==> src/rtl/updn_pkg.sv <==
// rtl/updn_pkg.sv - shared constants and helpers for the updn_counter family
package updn_pkg;

  localparam logic DIR_UP = 1'b1;
  localparam logic DIR_DN = 1'b0;

  // MODULUS is carried as longint so that MODULUS = 2^32 with WIDTH = 32 stays representable.
  function automatic logic [31:0] term_val(input int width, input longint modulus);
    longint mask;
    mask = (longint'(1) << width) - longint'(1);
    return 32'((modulus - longint'(1)) & mask);
  endfunction

  function automatic logic [31:0] clamp_load(input logic [31:0] d, input longint modulus);
    if (longint'({32'b0, d}) < modulus)
      return d;
    else
      return 32'(modulus - longint'(1));
  endfunction

endpackage

==> src/rtl/updn_counter.sv <==
// rtl/updn_counter.sv - cascadable modulo up/down counter with load, carry/borrow and wrap pulse
// Optional UPDN_SATURATE_EN: hold at the terminal value instead of wrapping.
module updn_counter
  import updn_pkg::*;
#(
  parameter int     WIDTH   = 4,
  parameter longint MODULUS = 16
) (
  input  logic             clk,
  input  logic             nclr,
  input  logic             nload,
  input  logic [WIDTH-1:0] d,
  input  logic             up,
  input  logic             down,
  input  logic             cin,
  output logic [WIDTH-1:0] out,
  output logic             co,
  output logic             bo,
  output logic             wrap,
  output logic             dir
);

  localparam logic [WIDTH-1:0] TERM = WIDTH'(term_val(WIDTH, MODULUS));

  logic             at_term;
  logic             at_zero;
  logic             take;
  logic [WIDTH-1:0] load_val;

  assign at_term  = (out == TERM);
  assign at_zero  = (out == '0);
  assign take     = cin & (up ^ down);
  assign load_val = WIDTH'(clamp_load(32'(d), MODULUS));

  assign co = at_term & up & ~down & cin;
  assign bo = at_zero & down & ~up & cin;

  always_ff @(posedge clk) begin
    if (!nclr) begin
      out  <= '0;
      wrap <= 1'b0;
      dir  <= DIR_UP;
    end else if (!nload) begin
      out  <= load_val;
      wrap <= 1'b0;
    end else if (take) begin
      // co/bo already qualify the terminal edge with direction and cin
      wrap <= co | bo;
      if (up) begin
        dir <= DIR_UP;
`ifdef UPDN_SATURATE_EN
        if (!at_term) out <= out + WIDTH'(1);
`else
        out <= at_term ? '0 : out + WIDTH'(1);
`endif
      end else begin
        dir <= DIR_DN;
`ifdef UPDN_SATURATE_EN
        if (!at_zero) out <= out - WIDTH'(1);
`else
        out <= at_zero ? TERM : out - WIDTH'(1);
`endif
      end
    end else begin
      wrap <= 1'b0;
    end
  end

endmodule

==> config.mk <==
export PLATFORM = sky130hd
export DESIGN_NAME = updn_counter
export DESIGN_NICKNAME = d
export VERILOG_FILES = /design/src/rtl/updn_pkg.sv /design/src/rtl/updn_counter.sv
export SDC_FILE = /design/constraint.sdc
export NUM_CORES = 1
export LEC_CHECK = 0
export BUFFER_PORTS_ARGS = -buffer_cell sky130_fd_sc_hd__buf_4
export CORE_ASPECT_RATIO = 0.9
export CORE_UTILIZATION = 25
export DETAILED_ROUTE_END_ITERATION = 16
export PLACE_DENSITY_LB_ADDON = 0.25
export SLEW_MARGIN = 5
export SYNTH_ARGS = -nofsm -noshare
export SYNTH_HDL_FRONTEND = slang
export SYNTH_SLANG_ARGS = --single-unit
export TNS_END_PERCENT = 20
==> constraint.sdc <==
create_clock -name clk -period 1.8 [get_ports clk]
set_input_delay 0.27 -clock clk [delete_from_list [all_inputs] [get_ports clk]]
set_output_delay 0.27 -clock clk [all_outputs]
set_load 0.05 [all_outputs]
==> flow_summary_export.csv <==
group,metric,value,unit
status,outcome,"complete, no violations",
sta,hold_violations,0,
placed_design,io_buffers,17,
clocking,clk_path_buf_depth,2,
yosys,syn-num-nets,70,
yosys,yosys-top-cells-count,"6 x dfxtp_1, 6 x nor2_1, 5 x o21ai_0",
critical_path,start_kind,"register",
final_layout,nNetsFinal,88,
critical_path,r2r-end,"out[2]",
yosys,avgSynthCellArea,7.72,µm²
clocking,cts_setup_buffers,0,
clocking,hold_buffers,0,
placed_design,place_ws,0.364,ns
sta,maxSlewViolCount,0,
sta,fin_worst_skew,0.00617,ns
yosys,synthCells,58,
hold_path,hold_depth,2,
critical_path,r2r_slack,0.35,ns
detailed_routing,drc,0,
detailed_routing,totalWireLength,1.08,mm
sta,rsz0062_at_grt,"no",
hold_path,holdPathEnd,"dir",
yosys,synth.cell_area,448,µm²
yosys,async_flop_share,0,%
final_layout,fin_cells,98,
yosys,synth-seq-cells,6,
floorplanning,num_rows,14,
final_layout,drive_gt1_share,37.8,%
yosys,synth_warnings,0,
grt,grt_start_max_net_pins,14,
sta,setup_viol,0,
clocking,cts_buffers,3,
critical_path,crit_type,"reg2out",
grt,grt_pass1_wl,1.69,mm
critical_path,worstPathCellList,"ha_1 > nand4b_1 > nor3_4 > buf_4",
grt,grt_use_met1,15.9,%
yosys,yosys_most_used_dff,"dfxtp_1",
critical_path,r2r-start,"out[1]",
sta,relSlewSlack,81.9,%
critical_path,required,1.53,ns
sta,tns,0,ns
grt,grt_overflow,0,
final_layout,multi_input_area,304,µm²
floorplanning,coreArea,1680,µm²
clocking,cts_num_sinks,6,
yosys,ys_seq_area_share,26.8,%
detailed_routing,drt_iter0_drc,6,
detailed_routing,wl_per_cell,11.0,µm
critical_path,cp_slowest_cell,"dfxtp_2",
critical_path,cp_max_fo,9,
detailed_routing,num_vias,461,
floorplanning,die_x,46.6,µm
placed_design,dp.cells,95,
clocking,clk_latency,0.24,ns
sta,fmaxAchievable,599,MHz
final_layout,seq_area,123,µm²
final_layout,diodes,0,
hold_path,hold_class,"in2reg",
power_and_ir_drop,finalPower,0.416,mW
power_and_ir_drop,cellPowerDensity,662,nW/µm²
floorplanning,start_util,26.6,%
yosys,ys_types,27,
floorplanning,ios,18,
grt,antenna_found_initial,0,
yosys,synth_top_area_share,26.8,%
critical_path,critical_path_arrival,1.40,ns
detailed_routing,ant_nets,0,
yosys,yosys.area.top_type,"dfxtp_1",
sta,period_share,92.7,%
clocking,tritoncts,"yes",
floorplanning,fp.dieArea,1970,µm²
yosys,synth_area_leaders,"dfxtp_1 27%, ha_1 5.6%, o21ai_0 5.6%",
hold_path,worstHoldStart,"nclr",
job,drv_cap,0,
placed_design,gp_congestion,0.763,
floorplanning,die_h,42.2,µm
critical_path,reg2reg_depth,6,
power_and_ir_drop,p_leak,0.260,nW
yosys,synth_edf_count,0,
clocking,ctsHtreeMaxLevel,1,
grt,track_usage,12.1,%
critical_path,crit_path_end_kind,"output pin",
detailed_routing,first_pass_iters,3,
grt,grt_most_used_layer,"met2",
clocking,clk_pin_slew_worst_paths,0.04,ns
critical_path,crit_start,"out[1]",
clocking,cts_resized,0,
critical_path,critPathMaxStageDelay,0.41,ns
grt,gr-usage-met2,17.8,%
detailed_routing,viasPerCell,4.70,
final_layout,fill_cells,191,
clocking,root_buffer,"clkbuf_4",
sta,worst_pin_slew,0.270,ns
placed_design,dp_hpwl,807,µm
final_layout,final_core_util,37.4,%
final_layout,areaGrowthSynthToFinish,40.5,%
grt,grt_pass1_vias,404,
power_and_ir_drop,vdd_drop_max,0.253,mV
sta,post-route-min-period,1.67,ns
sta,worst_slack,0.131,ns
grt,grt_util_met3,6.47,%
layout by cell type, fill, tap and decap left out, types with 2 or more instances in the layout:
cell type  netlist  routed
a31oi_1          3       3
a211oi_1         2       2
o21ai_0          5       5
inv_1            4       4
nor2b_1          2       2
a21oi_1          3       3
nand4b_1         2       2
dfxtp_2          0       2
inv_2            2       2
xnor2_1          2       2
buf_4            0      17
ha_1             2       2
nor2_1           6       6
dfxtp_1          6       4
clkbuf_4         0       3
nand3_1          2       2
through the flow:
step / hold WS, ns / area [µm²]
3_5_place_dp: 0.496 / 607
3_3_place_gp: 0.496 / 607
2_1_floorplan: 0.346 / 467
4_1_cts: 0.237 / 629
5_1_grt: 0.234 / 629
6_report: 0.248 / 629
worst max path at each step:
stage                     endpoint  slack [ns]
after floorplan             out[3]        0.07
after global placement      out[3]        0.35
after detailed placement    out[3]        0.36
after CTS                       co        0.11
after global routing            co        0.04
final                           co        0.13
flip-flops by register name (all words and copies together), names as in the netlist:
register / flops
out: 4
dir: 1
wrap: 1
area by class of cell:
type	count	share of cell area, %
inverters	6	3.58
flip-flops and latches	6	19.5
repair buffers	17	20.3
clock buffers	3	3.58
well taps	24	4.77
multi-input cells	42	48.3
critical path: cells and delay by family, from the launching register on:
kind | cells | cell delay (ns)
buf+inv | 1 | 0.22
fa+ha+maj | 1 | 0.21
flops | 1 | 0.41
simple gates | 2 | 0.31
routing by layer:
| metal | up-vias | share of wire [%] |
|---|---|---|
| met5 | - | 0 |
| met1 | 203 | 54 |
| met3 | 0 | 5.8 |
| met2 | 13 | 40 |
| met4 | 0 | 0 |
| li1 | 245 | - |
cell families after synthesis:
group,Yosys count,synth area share (%)
and+or+nand+nor,18,22.6
xor gates and xnor gates,3,5.87
adders and majority gates,2,5.59
buffers and inverters,10,8.94
AOI/OAI and AO/OA,18,27.7
DFF,6,26.8
muxes,1,2.51
report_power, final:
| group | internal, mW | switching [mW] |
|---|---|---|
| clock network | 0.0751 | 0.0443 |
| registers | 0.144 | 0.0157 |
| logic | 0.0538 | 0.0841 |
| total | 0.272 | 0.144 |
Note: power is estimated with default switching activity, not from simulation.
